[src/rtl/palette_lut.sv]
// palette_lut: runtime-programmable RGB palette banks with a 2-cycle index-to-colour pipeline
// Ports: i_clk/i_rst_n (sync, active-low) | read: i_valid, i_pal_sel, i_index
//        write: i_wr_en, i_wr_pal, i_wr_idx, i_wr_data {R,G,B}
//        out: o_valid, o_color, o_transparent, o_init_busy (grey-ramp sweep after reset)
// Option: define PALETTE_FLASH_EN to add i_flash (non-transparent pixels forced to white)
module palette_lut #(
  parameter int NUM_PALETTES = 4,
  parameter int INDEX_W = 4,
  parameter int TRANSPARENT_IDX = 0,
  localparam int PW = NUM_PALETTES > 1 ? $clog2(NUM_PALETTES) : 1
) (
  input  logic               i_clk,
  input  logic               i_rst_n,
  input  logic               i_valid,
  input  logic [PW-1:0]      i_pal_sel,
  input  logic [INDEX_W-1:0] i_index,
  input  logic               i_wr_en,
  input  logic [PW-1:0]      i_wr_pal,
  input  logic [INDEX_W-1:0] i_wr_idx,
  input  logic [23:0]        i_wr_data,
`ifdef PALETTE_FLASH_EN
  input  logic               i_flash,
`endif
  output logic               o_valid,
  output logic [23:0]        o_color,
  output logic               o_transparent,
  output logic               o_init_busy
);
  localparam int AW = PW + INDEX_W;
  localparam logic [AW-1:0] LAST = AW'(NUM_PALETTES * (2 ** INDEX_W) - 1);
  localparam logic [PW:0] NP = (PW + 1)'(NUM_PALETTES);
  localparam logic [INDEX_W-1:0] T_IDX = INDEX_W'(TRANSPARENT_IDX);
  typedef enum logic {S_INIT, S_RUN} state_t;
  state_t r_state;
  logic [AW-1:0] r_cnt, r_addr, w_waddr;
  logic [23:0] r_mem [2 ** AW];
  logic [23:0] r_rd, w_wdata, w_color;
  logic [7:0] w_grey;
  logic w_run, w_we, r_v1, r_v2, r_tr1, r_tr2, r_oob1, r_oob2;
  assign w_run = r_state == S_RUN;
  assign w_grey = 8'(r_cnt[INDEX_W-1:0]) << (8 - INDEX_W);
  // the sweep counter is linear bank*2^INDEX_W+entry, i.e. the same layout as {bank, entry}
  assign w_we = w_run ? i_wr_en && {1'b0, i_wr_pal} < NP : 1'b1;
  assign w_waddr = w_run ? {i_wr_pal, i_wr_idx} : r_cnt;
  assign w_wdata = w_run ? i_wr_data : {3{w_grey}};
`ifdef PALETTE_FLASH_EN
  logic r_fl1, r_fl2;
  assign w_color = r_fl2 && !r_tr2 ? 24'hFFFFFF : r_oob2 ? 24'h0 : r_rd;
`else
  assign w_color = r_oob2 ? 24'h0 : r_rd;
`endif
  // reading from the registered address one edge after the request makes a write sampled
  // at the request edge visible (write-first) while a write one edge later is not
  always_ff @(posedge i_clk) begin
    if (w_we) r_mem[w_waddr] <= w_wdata;
    r_rd <= r_mem[r_addr];
  end
  always_ff @(posedge i_clk) begin
    if (!i_rst_n) begin
      r_state <= S_INIT;
      r_cnt <= '0;
      o_init_busy <= 1'b1;
      r_v1 <= 1'b0;
      r_v2 <= 1'b0;
      o_valid <= 1'b0;
      o_color <= '0;
      o_transparent <= 1'b0;
    end else begin
      if (!w_run) begin
        r_cnt <= r_cnt + AW'(1);
        if (r_cnt == LAST) begin
          r_state <= S_RUN;
          o_init_busy <= 1'b0;
        end
      end
      r_v1 <= w_run && i_valid;
      r_v2 <= r_v1;
      o_valid <= r_v2;
      r_addr <= {i_pal_sel, i_index};
      r_tr1 <= i_index == T_IDX;
      r_oob1 <= {1'b0, i_pal_sel} >= NP;
      r_tr2 <= r_tr1;
      r_oob2 <= r_oob1;
`ifdef PALETTE_FLASH_EN
      r_fl1 <= i_flash;
      r_fl2 <= r_fl1;
`endif
      if (r_v2) begin
        o_color <= w_color;
        o_transparent <= r_tr2;
      end
    end
  end
endmodule

[config.mk]
export PLATFORM = sky130hd
export DESIGN_NAME = palette_lut
export DESIGN_NICKNAME = d
export VERILOG_FILES = /design/src/rtl/palette_lut.sv
export SDC_FILE = /design/constraint.sdc
export NUM_CORES = 1
export LEC_CHECK = 0
export CAP_MARGIN = 20
export CELL_PAD_IN_SITES_DETAIL_PLACEMENT = 0
export CELL_PAD_IN_SITES_GLOBAL_PLACEMENT = 1
export CORE_AREA = 4 4 354 356
export DETAILED_ROUTE_END_ITERATION = 6
export DIE_AREA = 0 0 358 360
export HOLD_SLACK_MARGIN = 0.15
export PLACE_DENSITY = 0.8
export SYNTH_ARGS = -nofsm -noshare
export SYNTH_HDL_FRONTEND = slang
export SYNTH_SLANG_ARGS = --single-unit
[constraint.sdc]
create_clock -name i_clk -period 3.2 [get_ports i_clk]
set_input_delay 0.96 -clock i_clk [delete_from_list [all_inputs] [get_ports i_clk]]
set_output_delay 0.96 -clock i_clk [all_outputs]
set_load 0.05 [all_outputs]
=== Yosys cells after proc, flatten, opt, wreduce, memory -nomap -nowiden ===
Memories as Yosys holds them, arrays and structs flattened. A register that Yosys moved wholly into a read port is not among the register bits.
Cells that the tools add are included.

* Bits in registers: 44
* Bits in latches: 0
* Bits in writable memories: 1536
* Memory bits (read-only): 0
* Memories: 1

{| class="wikitable"
|+ Memory list
! name !! words !! bits a word !! read ports !! clocked after memory_dff !! wr ports !! RTL line !! source
|-
| r_mem || 64 || 24 || 1 || 1 || 1 || 36 || <nowiki>logic [23:0] r_mem [2 ** AW];</nowiki>
|}

* Add/subtract/negate cells: 1
* Multiply operators: 0
* Div/mod/pow operators: 0
* Order comparisons: 0
* Eq/ne operators: 1
* Shifts and indexed selects: 0
* Muxes and demuxes: 7
* Bitwise logic cells: 1
* Reduce and logical (&&, ||, !) cells: 3

{| class="wikitable"
|+ Operators with widths
! operator !! number
|-
| 2-to-1 mux 24 bit || 1
|-
| adder 6 x 1 -> 6 bit (second input constant) || 1
|-
| equality test 6 bit (second input constant) || 1
|-
| 2-to-1 mux 6 bit || 1
|-
| 2-to-1 mux 1 bit || 5
|-
| logical NOT 4 bit || 1
|-
| AND reduction 2 bit || 1
|-
| logical AND 1 bit || 1
|-
| NOT 1 bit || 1
|}

=== Depth between registers and ports, before layout ===
* Word-level depth: 3
* Mapped depth: 10
* Gate-level depth less buffers: 5

=== Worst setup path after synthesis ===
No wires, ideal clock.

* Path kind: input-to-reg
* Start point: in i_wr_idx[3]
* End point: mem r_mem[56][0], enable pin
* Setup time: 0.405 ns
* Arrival: 2.684 ns
* Slack: 0.111 ns
* Stages: 5
* Path buffers: 1
* Cells stage by stage: nand2_1 > and2_1 > or2_2 > clkbuf_1 > nor2_1

* Longest elaborated chain between the ends: 1

{| class="wikitable"
|+ Ends and longest elaborated chain
! what !! RTL line !! source
|-
| start: declaration || 19 || <nowiki>input logic [INDEX_W-1:0] i_wr_idx,</nowiki>
|-
| 2-to-1 mux 6 bit || 44 || <nowiki>assign w_waddr = w_run ? {i_wr_pal, i_wr_idx} : r_cnt;</nowiki>
|-
| end: declaration || 36 ||
|}

Every way passes these cells.

==> flow_summary.toml <==
[synth]
synth-seq-cells = 1604
syn_inst = 2765
yosys-top-cells-area = "edfxtp_1 76%, mux4_2 14%, dfxtp_1 2.0%, o22ai_1 0.86%, mux2i_1 0.82%"
synth_warnings = 0
syn-num-nets = 2806
synthArstFlopShare_pct = 0
seq_area_frac_synth_pct = 78.2
synth_top_area_share_pct = 76.2
netlist_area_um2 = 60800
synth_top_area_cell = "edfxtp_1"
synth_cell_types = 51
synth-edff-count = 1544
ys.flop_type = "edfxtp_1"
syn_area_per_cell_um2 = 22.0

[clock_tree]
clockBufferDepth = 3
cts_tree = "done"
cts.reportedPaths.clkPinSlew_ns = 0.06
cts_hold_buf = 0
cts_buffers = 156
root_buffer = "clkbuf_16"
h-tree-depth = 4
clock-sinks = 1604
clock_latency_ns = 0.77

[timing]
hold_violations = 0
grt_setup_unrepaired = "false"
clock_skew_ns = 0.0322
finalCriticalPeriod_ns = 3.01
slew_headroom_pct = 31.4
setup_tns_ns = 0
worst_slew_pin_slew_ns = 1.03
fin_crit_sh_pct = 94.2
fmax_ghz = 0.332
setup_violations = 0
slew_viol_final = 0

[layout]
final_cell_mix = "1,544 x edfxtp_1, 369 x mux4_2, 161 x clkbuf_16"
drive_gt1_share_pct = 30.0
syn2layout_area_growth_pct = 16.9
final_net_count = 3114
final_common_cell = "edfxtp_1"
nFillCells = 8421
post-route-util_pct = 58.4

[outcome]
status = "completed"

[power]
intPower_mw = 35.0
peakVddDrop_mv = 0.537
comb_power_share_pct = 5.8
p_leak_nw = 21.8
p_sw_share_pct = 21.3
switchingPower_mw = 9.44
clockPowerShare_pct = 42.0
power.density_nw_per_um2 = 624
seqPwrFrac_pct = 52.1

[setup_path]
critPathMaxFanout = 12
r2r-start = "r_addr[4]$_DFFE_PP_"
crit_family = "buffers and inverters"
reg2reg_slack_ns = 0.19
cp_num_buf_inv = 3
crit_path_top_delay_cell = "edfxtp_1"
path_class = "reg2reg"
crit_path_start_kind = "flop"
crit_cells = 8
max_stage_delay_ns = 0.68
worstRegToRegCells = 8
rr_endpoint = "r_rd[8]$_DFF_P_"
required_ns = 3.82
cp.arrival_ns = 3.63
worst_setup_path_end_kind = "flop"
critPathMostFrequentCell = "buf_4"
path_cells = "buf_4, nor2b_2, buf_4, buf_4, a22oi_1, nand2_1, a21oi_1, o21ai_1"

[drt]
drt_first_pass_iters = 6
final_antenna_net_count = 0
drcViolationCount = 0
drtIter0Drc = 4825
post_drt_wl_per_cell_um = 31.8
viasPerCell = 6.30
num_vias = 30500
drt_wl_total_um = 154000

[die]
io_pins = 67
rows = 128
core_um2 = 122000
die_h_um = 360
start_util_pct = 50.0
fp.dieW_um = 358
die_area_um2 = 129000

[global_route]
track_usage_pct = 24.1
grt_max_degree = 70
grt_pass1_wl_um = 222000
grt_pass1_vias = 30400
gr-total-overflow = 0
antenna_found_initial = 6

[min_path]
hold_class = "reg2reg"
hold_path.startpoint = "r_v1$_SDFF_PN0_"
worstHoldEndpoint = "r_v2$_SDFF_PN0_"
hold_depth = 1

[placement]
gp_congestion = 0.894
port_buffers = 66
dp_hpwl_um = 93400

[job]
cap_violations = 0
## stage by stage
step	instance area [um2]	worst slack [ns]	total power [mW]	hold slack (ns)	std cells
4_1_cts	71100	0.209	44.6	0.437	4831
3_3_place_gp	65800	0.0341	26.1	0.414	4540
2_1_floorplan	60800	0.111	25.0	0.400	2765
3_5_place_dp	65800	0.0256	26.1	0.429	4540
6_report	71100	0.187	44.4	0.435	4832
5_1_grt	71100	0.163	45.7	0.465	4831
## how the worst max path moves through the flow
stage,end,from,slack [ns]
floorplan,r_mem[56][0]$_DFFE_PP_,i_wr_idx[3],0.11
global placement,r_mem[50][19]$_DFFE_PP_,i_wr_pal[1],0.03
detailed placement,r_mem[50][20]$_DFFE_PP_,i_wr_pal[1],0.03
CTS,o_init_busy,o_init_busy$_SDFFE_PN1P_,0.21
global route,r_rd[8]$_DFF_P_,r_addr[4]$_DFFE_PP_,0.16
finish,r_rd[8]$_DFF_P_,r_addr[4]$_DFFE_PP_,0.19
## worst register-to-register path, stage by stage, from the launching register on
cell      delay, ns
edfxtp_1       0.68
buf_4          0.36
nor2b_2        0.62
buf_4          0.30
buf_4          0.16
a22oi_1        0.09
nand2_1        0.12
a21oi_1        0.13
o21ai_1        0.39
## per-layer routing
metal / GRT usage, % / part of all wire [%] / up-vias / wire length (um)
met5: 0 / 0.0059 / - / 9
met4: 8.45 / 3.6 / 2 / 5550
met3: 5.96 / 11 / 291 / 17000
met2: 37.4 / 48 / 1889 / 73900
met1: 33.8 / 37 / 16000 / 57100
li1: - / - / 12300 / -
## layout make-up
class	instances	area (um2)	share of cell area [%]
Inverter	2	7.51	0.0106
Clock inverter	88	1020	1.43
Tap cell	1625	2030	2.86
Sequential cell	1604	47600	66.9
Clock buffer	203	4250	5.97
Timing Repair Buffer	294	3650	5.14
Antenna cell	1	2.50	0.00352
Multi-Input combinational cell	1015	12600	17.7
## logic make-up after synthesis
kind of cell               synth area share, %
DFF                                       78.2
muxes                                     15.0
and+or+nand+nor                           2.46
AOI/OAI and AO/OA                         2.77
buffers and inverters                     1.48
xor gates and xnor gates                0.0288
adders and majority gates               0.0206
## state kept, by name, summed over array words and instances, names as in the netlist, 6 cells and up
name     flops
r_addr       6
r_cnt        6
r_mem     1536
r_rd        24
o_color     24
## synth_stat cells (2+ instances only)
cell type	number
edfxtp_1	1544
mux4_2	369
nor2_1	85
o22ai_1	84
nand2_1	79
dfxtp_1	60
a22oi_1	56
mux2i_1	50
buf_2	45
clkbuf_1	40
nand3_1	37
nor2b_1	36
buf_4	31
mux2_2	30
a21oi_1	25
nor3_1	21
o21ai_0	21
buf_6	20
and2_1	19
a221oi_1	15
o21ai_1	14
nand2b_1	12
o22a_1	10
o221ai_1	9
buf_1	6
nand3b_1	6
a22o_1	5
or3b_2	4
and3_1	3
or3_1	3
a21boi_0	2
inv_1	2
nor3b_1	2
o21a_1	2
o2bb2ai_1	2
## power by group through the flow
| stage | Clock (mW) | Combinational [mW] | Sequential, mW |
|---|---|---|---|
| finish | 18.7 | 2.60 | 23.1 |
| global route | 19.9 | 2.72 | 23.1 |
| CTS | 18.9 | 2.59 | 23.1 |
| detailed placement | 0 | 2.57 | 23.6 |
| global placement | 0 | 2.52 | 23.6 |
| floorplan | 0 | 1.49 | 23.5 |
## what timing repair did
item | in CTS | in global routing
setup endpoints to repair | 1 | 0
gates resized for setup | 1 | 0
setup buffers | 0 | 0
Power figures use the tool's default switching activity.
